===== src/rtl/booth_fir_seq_if.sv =====
// ============================================================================
// booth_fir_seq_if : sample/result handshakes, coefficient port, multiplier link
// Revision: 1.0
// ============================================================================
`default_nettype none

interface booth_fir_seq_if #(
  parameter int ACC_W = 12,
  parameter int AW    = 2
);
  logic             coef_we;
  logic [AW-1:0]    coef_addr;
  logic [3:0]       coef_data;
  logic             in_valid;
  logic             in_ready;
  logic [3:0]       in_sample;
  logic [3:0]       mul_md;
  logic [3:0]       mul_mr;
  logic [7:0]       mul_prod;
  logic             out_valid;
  logic             out_ready;
  logic [ACC_W-1:0] out_data;

  modport slave (
    input  coef_we, coef_addr, coef_data,
    input  in_valid, in_sample,
    output in_ready,
    output mul_md, mul_mr,
    input  mul_prod,
    output out_valid, out_data,
    input  out_ready
  );

  modport master (
    output coef_we, coef_addr, coef_data,
    output in_valid, in_sample,
    input  in_ready,
    input  mul_md, mul_mr,
    output mul_prod,
    input  out_valid, out_data,
    output out_ready
  );
endinterface

`default_nettype wire


===== src/rtl/booth_fir_seq.sv =====
// ============================================================================
// booth_fir_seq : sequential FIR, one tap per cycle through an external
//                 combinational 4x4 signed Booth multiplier
// Revision: 1.0
// ============================================================================
`default_nettype none

module booth_fir_seq #(
  parameter int TAPS  = 4,
  parameter int ACC_W = 12,
  parameter int AW    = 2
) (
  input  logic             clk,
  input  logic             rst,
  booth_fir_seq_if.slave   bus
);

  typedef enum logic [1:0] {
    S_IDLE = 2'd0,
    S_MAC  = 2'd1,
    S_HOLD = 2'd2
  } state_t;

  state_t           state_q, state_d;
  logic [3:0]       x_q    [TAPS];
  logic [3:0]       x_d    [TAPS];
  logic [3:0]       coef_q [TAPS];
  logic [3:0]       coef_d [TAPS];
  logic [ACC_W-1:0] acc_q, acc_d;
  logic [ACC_W-1:0] out_data_q, out_data_d;
  logic             out_valid_q, out_valid_d;
  logic [AW-1:0]    idx_q, idx_d;

  logic [ACC_W-1:0] prod_ext;
  logic [ACC_W-1:0] acc_sum;

  assign prod_ext = {{(ACC_W-8){bus.mul_prod[7]}}, bus.mul_prod};
  assign acc_sum  = acc_q + prod_ext;

  assign bus.in_ready  = (state_q == S_IDLE);
  assign bus.mul_md    = (state_q == S_MAC) ? coef_q[idx_q] : 4'd0;
  assign bus.mul_mr    = (state_q == S_MAC) ? x_q[idx_q]    : 4'd0;
  assign bus.out_valid = out_valid_q;
  assign bus.out_data  = out_data_q;

  always_comb begin
    state_d     = state_q;
    x_d         = x_q;
    coef_d      = coef_q;
    acc_d       = acc_q;
    out_data_d  = out_data_q;
    out_valid_d = out_valid_q;
    idx_d       = idx_q;

    case (state_q)
      S_IDLE: begin
        // Coefficient write lands at the same edge as an acceptance, so the
        // MAC that follows already sees the new value.
        if (bus.coef_we) begin
          coef_d[bus.coef_addr] = bus.coef_data;
        end
        if (bus.in_valid) begin
          for (int k = 1; k < TAPS; k++) begin
            x_d[k] = x_q[k-1];
          end
          x_d[0]  = bus.in_sample;
          acc_d   = '0;
          idx_d   = '0;
          state_d = S_MAC;
        end
      end
      S_MAC: begin
        acc_d = acc_sum;
        idx_d = idx_q + AW'(1);
        if (idx_q == AW'(TAPS-1)) begin
          out_data_d  = acc_sum;
          out_valid_d = 1'b1;
          state_d     = S_HOLD;
        end
      end
      S_HOLD: begin
        if (bus.out_ready) begin
          out_valid_d = 1'b0;
          state_d     = S_IDLE;
        end
      end
      default: begin
        state_d = S_IDLE;
      end
    endcase
  end

  always_ff @(posedge clk) begin
    if (rst) begin
      state_q     <= S_IDLE;
      acc_q       <= '0;
      out_data_q  <= '0;
      out_valid_q <= 1'b0;
      idx_q       <= '0;
      for (int k = 0; k < TAPS; k++) begin
        x_q[k]    <= 4'd0;
        coef_q[k] <= 4'd0;
      end
    end else begin
      state_q     <= state_d;
      acc_q       <= acc_d;
      out_data_q  <= out_data_d;
      out_valid_q <= out_valid_d;
      idx_q       <= idx_d;
      for (int k = 0; k < TAPS; k++) begin
        x_q[k]    <= x_d[k];
        coef_q[k] <= coef_d[k];
      end
    end
  end

endmodule

`default_nettype wire


===== src/flat_wrapper.sv =====
// flat-port wrapper written by rule: the top's interface ports become plain ports
module booth_fir_seq_flat 
#(
  parameter int TAPS  = 4,
  parameter int ACC_W = 12,
  parameter int AW    = 2
)
  (clk, rst, bus_coef_we, bus_coef_addr, bus_coef_data, bus_in_valid, bus_in_sample, bus_in_ready, bus_mul_md, bus_mul_mr, bus_mul_prod, bus_out_valid, bus_out_data, bus_out_ready);
  booth_fir_seq_if #(.ACC_W(ACC_W), .AW(AW)) bus_i ();
  input  logic clk;
  input  logic rst;
  input wire logic [$bits(bus_i.coef_we)-1:0] bus_coef_we;
  input wire logic [$bits(bus_i.coef_addr)-1:0] bus_coef_addr;
  input wire logic [$bits(bus_i.coef_data)-1:0] bus_coef_data;
  input wire logic [$bits(bus_i.in_valid)-1:0] bus_in_valid;
  input wire logic [$bits(bus_i.in_sample)-1:0] bus_in_sample;
  output wire logic [$bits(bus_i.in_ready)-1:0] bus_in_ready;
  output wire logic [$bits(bus_i.mul_md)-1:0] bus_mul_md;
  output wire logic [$bits(bus_i.mul_mr)-1:0] bus_mul_mr;
  input wire logic [$bits(bus_i.mul_prod)-1:0] bus_mul_prod;
  output wire logic [$bits(bus_i.out_valid)-1:0] bus_out_valid;
  output wire logic [$bits(bus_i.out_data)-1:0] bus_out_data;
  input wire logic [$bits(bus_i.out_ready)-1:0] bus_out_ready;
  assign bus_i.coef_we = bus_coef_we;
  assign bus_i.coef_addr = bus_coef_addr;
  assign bus_i.coef_data = bus_coef_data;
  assign bus_i.in_valid = bus_in_valid;
  assign bus_i.in_sample = bus_in_sample;
  assign bus_in_ready = bus_i.in_ready;
  assign bus_mul_md = bus_i.mul_md;
  assign bus_mul_mr = bus_i.mul_mr;
  assign bus_i.mul_prod = bus_mul_prod;
  assign bus_out_valid = bus_i.out_valid;
  assign bus_out_data = bus_i.out_data;
  assign bus_i.out_ready = bus_out_ready;
  booth_fir_seq #(.TAPS(TAPS), .ACC_W(ACC_W), .AW(AW)) u_core (.clk(clk), .rst(rst), .bus(bus_i));
endmodule

===== config.mk =====
export PLATFORM = sky130hd
export DESIGN_NAME = booth_fir_seq_flat
export DESIGN_NICKNAME = d
export VERILOG_FILES = /design/src/rtl/booth_fir_seq_if.sv /design/src/rtl/booth_fir_seq.sv /design/src/flat_wrapper.sv
export SDC_FILE = /design/constraint.sdc
export NUM_CORES = 1
export LEC_CHECK = 0
export CORE_MARGIN = 5
export CORE_UTILIZATION = 50
export DETAILED_ROUTE_END_ITERATION = 16
export PLACE_DENSITY_LB_ADDON = 0.15
export SLEW_MARGIN = 5
export SYNTH_ARGS = -nofsm -noshare
export SYNTH_HDL_FRONTEND = slang
export SYNTH_SLANG_ARGS = --single-unit
export TNS_END_PERCENT = 5

===== constraint.sdc =====
create_clock -name clk -period 3.8 [get_ports clk]
set_input_delay 0.95 -clock clk [delete_from_list [all_inputs] [get_ports clk]]
set_output_delay 0.95 -clock clk [all_outputs]
set_load 0.02 [all_outputs]

==> metrics.md, run 1 <==
| Metric | Value |
|---|---|
| Status | finished, final reports clean |
| Post-route minimum period | 3.31 ns |
| Largest net degree at the start of global routing | 61 |
| H-tree depth | 3 |
| Port bufs | 44 |
| Full die area | 0.00774 mm^2 |
| Max-cap violations | 0 |
| Syn Std Cell Area | 0.00304 mm^2 |
| Final hold vios | 0 |
| Startpoint types | register |
| CTS tree | built |
| Min-delay src | u_core.bus.out_data[1] |
| Yosys warning count | 0 |
| Core Footprint | 0.00592 mm^2 |
| CP startpoint | u_core.idx_q[0] |
| Starting density of the core | 51.4% |
| Highest clock rate | 302 MHz |
| 1st-iter DRT viols | 120 |
| Total wire length | 6.99 mm |
| Via density | 5.67 |
| Synth Register Bits | 61 |
| Hpwl dp | 4.69 mm |
| R2R cell count | 7 |
| FFs w/ async S/R, synth | 0% |
| Dominant cell type by area after synthesis | dfxtp_1 |
| Worst slew margin | 29.7% |
| Syn Area/Cell | 8.97 um^2 |
| Nets | 412 |
| Layout cell share with drive strength beyond 1 | 8.95% |
| Clock transition at path regs | 0.07 ns |
| HP Class | reg2reg |
| Synth Flop Type | dfxtp_1 |
| VDD IR-drop max | 291 uV |
| RSZ-0062 raised after global routing | false |
| Vias in the first global route | 2,544 |
| Gate Count Post-Synth | 339 |
| Largest cells by area after synthesis | dfxtp_1 (40%), nand2_1 (7.4%), a21oi_1 (6.6%), mux4_2 (5.9%), mux2i_1 (5.6%) |
| Hold slack | 0.454 ns |
| Placed cell count | 440 |
| Drc violations | 0 |
| Data arrival, critical path | 2.36 ns |
| Deepest clock path buffer count | 2 |
| Post-synthesis net count | 375 |
| Cell Area, Placed | 0.00348 mm^2 |
| Register area share after synthesis | 40.2% |
| Die Span Y | 88.0 um |
| Total iterations of the first detailed-routing run | 4 |
| Post-CTS Setup Inserts | 0 |
| Max-slew violation count | 0 |
| Via Count | 2,581 |
| # fillers | 518 |
| Slew @ Worst Pin | 1.05 ns |
| Area of the multi-input gates | 0.00171 mm^2 |
| Leakage | 1.40 nW |
| Routed WL per cell | 15.4 um |
| Grt ovf | 0 |
| Worst Path Max Fanout | 11 |
| Clk_lat worst skew | 0.34 ns |
| Critical Path RT | 2.85 ns |
| Setup tns final | 0 ns |
| Netlist cell types | 48 |
| Hold-fix buffers at CTS | 0 |
| Ant diodes | 0 |
| Period utilisation layout | 87.0% |
| Row cnt | 28 |
| Hold-critical path depth | 2 |
| Finished Layout Cells | 455 |
| First-pass GRT wire length | 11.9 mm |
| Final estimated routing congestion in global placement | 0.802 |
| FF-to-FF Start | u_core.acc_q[0] |
| Post-synth top area share | 40.2% |
| Final setup vio count | 0 |
| Total track usage | 20.0% |
| Area grow syn2layout | 20.4% |
| Post-synth EDFFs | 0 |
| CP endpoint kind | output pin |
| Initial antenna violation count | 0 |
| CTS resizes | 0 |
| Cell area after layout | 0.00366 mm^2 |
| Top-level port count | 45 |
| Setup CP Type | reg2out |
| Final ANT Viol Nets | 0 |
| Die Wd | 88.0 um |
| CTS Sinks | 61 |
| Inserted Clock Buffers | 9 |
| Storage element area | 0.00122 mm^2 |
| Root buf cell | clkbuf_8 |
| Cell Pwr Density | 397 mW/mm^2 |
| Clock Skews | 0.00698 ns |
## flip-flops by register name (all words and copies together), names as in the netlist
register	flops
u_core.coef_q	16
u_core.x_q	16
u_core.acc_q	12
u_core.bus.out_data	12
u_core.idx_q	2
u_core.state_q	2
u_core.bus.out_valid	1
## worst paths after layout
path	to	slack [ns]
max reg2reg	u_core.acc_q[8]	1.53
min reg2reg	u_core.bus.out_data[1]	0.45
min	u_core.bus.out_data[1]	0.45
max	bus_mul_mr[2]	0.49
## Yosys cell counts (all sizes together) (2+ instances only)
master	number
a211oi	2
a21boi	2
a21o	5
a21oi	40
a221oi	2
a31oi	4
and2	12
buf	5
clkbuf	14
dfxtp	61
ha	12
inv	3
mux2i	17
mux4	8
nand2	60
nand2b	2
nand3	17
nand4	6
nor2	29
nor3	2
nor4b	2
o211ai	2
o21ai	6
or3	2
or4	2
xnor2	3
xor2	5
## worst max-delay path, cell delays in order, from the launching register on
cell             delay, ns
dfxtp_1               0.70
mux4_2                0.60
and2_1                0.18
clkdlybuf4s50_1       0.53
## cell type report
type | count | area share [%]
clock buffers | 10 | 3.49
clock inverters | 5 | 1.44
inverters | 3 | 0.308
multi-input cells | 256 | 46.8
flip-flops and latches | 61 | 33.4
well taps | 75 | 2.56
repair buffers | 45 | 12.1
## metrics by stage
| stage | power (W) | util [%] | setup slack [ns] |
|---|---|---|---|
| after global routing | 0.00152 | 61.8 | 0.353 |
| after detailed placement | 0.000920 | 58.8 | 0.489 |
| final | 0.00145 | 61.8 | 0.493 |
| after global placement | 0.000916 | 58.8 | 0.531 |
| after CTS | 0.00147 | 61.8 | 0.459 |
| after floorplan | 0.000854 | - | 1.04 |
## cells by family (layout without fill, tap and decap cells)
kind of cell | after synthesis | count (layout) | synth area share (%)
mux | 25 | 25 | 11.5
fa+ha+maj | 13 | 13 | 5.60
flops | 61 | 61 | 40.2
xor+xnor | 9 | 9 | 3.05
compound gates | 70 | 70 | 14.8
simple gates | 139 | 139 | 21.4
buf+inv | 22 | 63 | 3.54
## cells in the final DEF, fill, tap and decap left out, types with 2 or more instances in the layout
| cell type | synthesis | routed |
|---|---|---|
| dfxtp_1 | 61 | 61 |
| nand2_1 | 60 | 60 |
| clkdlybuf4s50_1 | 0 | 43 |
| a21oi_1 | 40 | 40 |
| nor2_1 | 28 | 28 |
| nand3_1 | 17 | 17 |
| mux2i_1 | 17 | 17 |
| and2_1 | 12 | 12 |
| ha_1 | 12 | 12 |
| clkbuf_8 | 2 | 9 |
| mux4_2 | 8 | 8 |
| nand4_1 | 6 | 6 |
| o21ai_0 | 5 | 5 |
| xor2_1 | 5 | 5 |
| a31oi_1 | 4 | 4 |
| xnor2_1 | 3 | 3 |
| a21o_1 | 3 | 3 |
| inv_1 | 3 | 3 |
| clkinv_2 | 0 | 3 |
| a21o_2 | 2 | 2 |
| nand2b_1 | 2 | 2 |
| o211ai_1 | 2 | 2 |
| a211oi_1 | 2 | 2 |
| a21boi_0 | 2 | 2 |
| or3_1 | 2 | 2 |
| nor4b_1 | 2 | 2 |
| or4_1 | 2 | 2 |
## layer usage
layer,global-route usage (%),share of wire (%),up-vias
li1,-,-,1283
met1,24.0,43,1216
met2,32.8,49,66
met3,7.06,5.7,16
met4,7.53,1.8,0
met5,0,0,-
## power by group
part           switching [W]  internal [W]  total, W
sequential         0.0000201      0.000662  0.000682
clock               0.000251      0.000296  0.000546
combinational       0.000126      0.000100  0.000227
Power figures use the tool's default switching activity.
==> inputs of run 2 (changes only) <==
==> constraint.sdc (replaced) <==
create_clock -name clk -period 3.9 [get_ports clk]
set_input_delay 0.975 -clock clk [delete_from_list [all_inputs] [get_ports clk]]
set_output_delay 0.975 -clock clk [all_outputs]
set_load 0.02 [all_outputs]
==> run 2 against run 1 <==
First-iteration DRC count up 38%. Register-to-register slack improved by 0.12 ns. Clock skew decreased by 0.0016 ns. Die area unchanged. Via count decreased by 0.81%. Setup slack gained 0.045 ns. Largest cell class unchanged. Largest power group unchanged.
==> metrics.md, run 2 (synthesis results as in run 1) <==
| Metric | Value |
|---|---|
| Status | finished, final reports clean |
| Critical Path Stages | 3 (unchanged) |
| Clock network fraction of design power | 38.5% (+1.0 points) |
| Final hold vios | 0 (unchanged) |
| Setup tns final | 0 ns (unchanged) |
| VDD IR-drop max | 235 uV (-19%) |
| HP Class | reg2reg |
| Via Count | 2,560 (-0.81%) |
| Sw Share | 26.8% (-0.45 points) |
| Post-route minimum period | 3.36 ns |
| Port bufs | 44 (unchanged) |
| Crit path cell chain | mux4_2 > and2_1 > clkdlybuf4s50_1 |
| Via density | 5.60 (-1.2%) |
| Clock transition at path regs | 0.07 ns (about the same) |
| Final estimated routing congestion in global placement | 0.813 (+1.3%) |
| Drc violations | 0 (unchanged) |
| Min-delay src | u_core.x_q[0] |
| Hold Path Sink | u_core.x_q[0] |
| Starting density of the core | 51.4% (unchanged) |
| Period utilisation layout | 86.2% |
| Buffers & Inverters on Critical Path | 1 (unchanged) |
| R2R Path End | u_core.acc_q[8] |
| Reg2Reg Setup Slack | 1.65 ns (+0.12 ns) |
| Clock Skews | 0.00536 ns (-0.00162 ns) |
| Highest clock rate | 297 MHz |
| Top delay family on crit path | flip-flops |
| Core Footprint | 0.00592 mm^2 (unchanged) |
| Row cnt | 28 (unchanged) |
| R2R cell count | 7 (unchanged) |
| Largest regs | u_core.coef_q: 16 flops, u_core.x_q: 16 flops |
| Grt ovf | 0 (unchanged) |
| Area of the multi-input gates | 0.00171 mm^2 (unchanged) |
| Total track usage | 20.0% (about the same) |
| Setup CP Type | reg2out |
| Clk_lat worst skew | 0.33 ns (about the same) |
| Die Span Y | 88.0 um (unchanged) |
| CP endpoint kind | output pin |
| Layout cell share with drive strength beyond 1 | 9.16% (+0.21 points) |
| Total wire length | 7.05 mm (+0.90%) |
| Full die area | 0.00774 mm^2 (unchanged) |
| Final ANT Viol Nets | 0 (unchanged) |
| Root buf cell | clkbuf_8 |
| Reg power frac | 46.1% (-0.8 points) |
| Hold-fix buffers at CTS | 0 (unchanged) |
| Logic pwr share | 15.4% (-0.2 points) |
| Worst Path Max Fanout | 11 (unchanged) |
| Commonest non-fill, non-tap cells in the layout | dfxtp_1 (61), nand2_1 (60), clkdlybuf4s50_1 (43) |
| Max-cap violations | 0 (unchanged) |
| Slowest stage cell, crit path | dfxtp_1 |
| Switching component of the power | 0.000386 W (-2.6%) |
| Critical Path RT | 2.92 ns (+0.07 ns) |
| Internal power | 0.00105 W (-0.36%) |
| H-tree depth | 3 (unchanged) |
| Post-CTS Setup Inserts | 0 (unchanged) |
| Final core utilization | 62.2% (+0.34 points) |
| Inserted Clock Buffers | 9 (unchanged) |
| CTS tree | built |
| Slew @ Worst Pin | 0.941 ns (-0.113 ns) |
| Max-slew violation count | 0 (unchanged) |
| First-pass GRT wire length | 12.0 mm (+0.69%) |
| RSZ-0062 raised after global routing | false |
| Leakage | 1.41 nW (+0.66%) |
| Nets | 413 (+0.24%) |
| Area grow syn2layout | 21.1% |
| # fillers | 532 (+2.7%) |
| Deepest clock path buffer count | 2 (unchanged) |
| Final setup vio count | 0 (unchanged) |
| Top-level port count | 45 (unchanged) |
| Die Wd | 88.0 um (unchanged) |
| Hold-critical path depth | 2 (unchanged) |
| Initial antenna violation count | 0 (unchanged) |
| Routed WL per cell | 15.4 um (+0.46%) |
| Storage element area | 0.00122 mm^2 (unchanged) |
| 1st-iter DRT viols | 165 (+38%) |
| Max incr delay on CP | 0.73 ns (+0.03 ns) |
| Worst slew margin | 37.1% (+7.4 points) |
| Largest net degree at the start of global routing | 60 (-1.6%) |
| Cell Pwr Density | 391 mW/mm^2 (-1.5%) |
| Vias in the first global route | 2,502 (-1.7%) |
| Ant diodes | 0 (unchanged) |
| Startpoint types | register |
| CTS resizes | 0 (unchanged) |
| Data arrival, critical path | 2.39 ns (+0.03 ns) |
| Hpwl dp | 4.73 mm (+0.83%) |
| CTS Sinks | 61 (unchanged) |
| Total iterations of the first detailed-routing run | 4 (unchanged) |
| Most common cell after layout, fill and taps aside | dfxtp_1 |
| FF-to-FF Start | u_core.acc_q[0] |
run 2: changes by cell type in the layout (fill, tap and decap cells not counted):
cell and delta:
clkinv_2 -1, clkbuf_1 +1, clkbuf_8 +1, buf_4 +1
run 2: worst max-delay path by stage:
stage / startpoint / to / slack (ns)
2_1_floorplan: bus_mul_prod[0] / u_core.acc_q[10] / 1.12
3_3_place_gp: bus_mul_prod[0] / u_core.bus.out_data[8] / 0.60
3_5_place_dp: bus_mul_prod[0] / u_core.acc_q[8] / 0.58
4_1_cts: u_core.idx_q[0] / bus_mul_mr[2] / 0.52
5_1_grt: u_core.idx_q[0] / bus_mul_mr[2] / 0.43
6_report: u_core.idx_q[0] / bus_mul_mr[2] / 0.54
run 2: power by group through the flow:
stage	logic, W	clock network (W)	registers, W
after global placement	0.000216	0	0.000677
after CTS	0.000222	0.000568	0.000664
after detailed placement	0.000220	0	0.000678
after global routing	0.000246	0.000598	0.000667
after floorplan	0.000163	0	0.000669
final	0.000222	0.000554	0.000664
run 2: final cells by class:
class / count / share of cell area, %
flip-flops and latches: 61 / 33.2
repair buffers: 46 / 12.2
multi-input cells: 256 / 46.5
inverters: 3 / 0.306
well taps: 75 / 2.55
clock inverters: 4 / 1.29
clock buffers: 12 / 3.94
run 2: through the flow:
stage	setup slack (ns)	total power, W	std cells	cell area [um^2]	hold WS [ns]
after CTS	0.516	0.00145	457	3680	0.457
final	0.538	0.00144	457	3680	0.453
after global placement	0.604	0.000893	441	3490	0.442
after detailed placement	0.579	0.000898	441	3490	0.448
after global routing	0.434	0.00151	457	3680	0.478
after floorplan	1.12	0.000832	339	3040	0.433
run 2: per-layer routing:
| layer | global-route usage [%] | up-vias | wire length (um) |
|---|---|---|---|
| met1 | 25.2 | 1214 | 3120 |
| met4 | 8.51 | 0 | 74 |
| met2 | 33.5 | 60 | 3520 |
| li1 | - | 1279 | - |
| met3 | 3.57 | 7 | 343 |
| met5 | 0 | - | 0 |
run 2: worst reg2reg max path, cell delays in order, from the launching register on:
cell     delay, ns
dfxtp_1       0.31
ha_1          0.22
fa_1          0.41
a21o_2        0.24
a221o_2       0.42
a31oi_1       0.33
or4_1         0.17
nand3_1       0.06
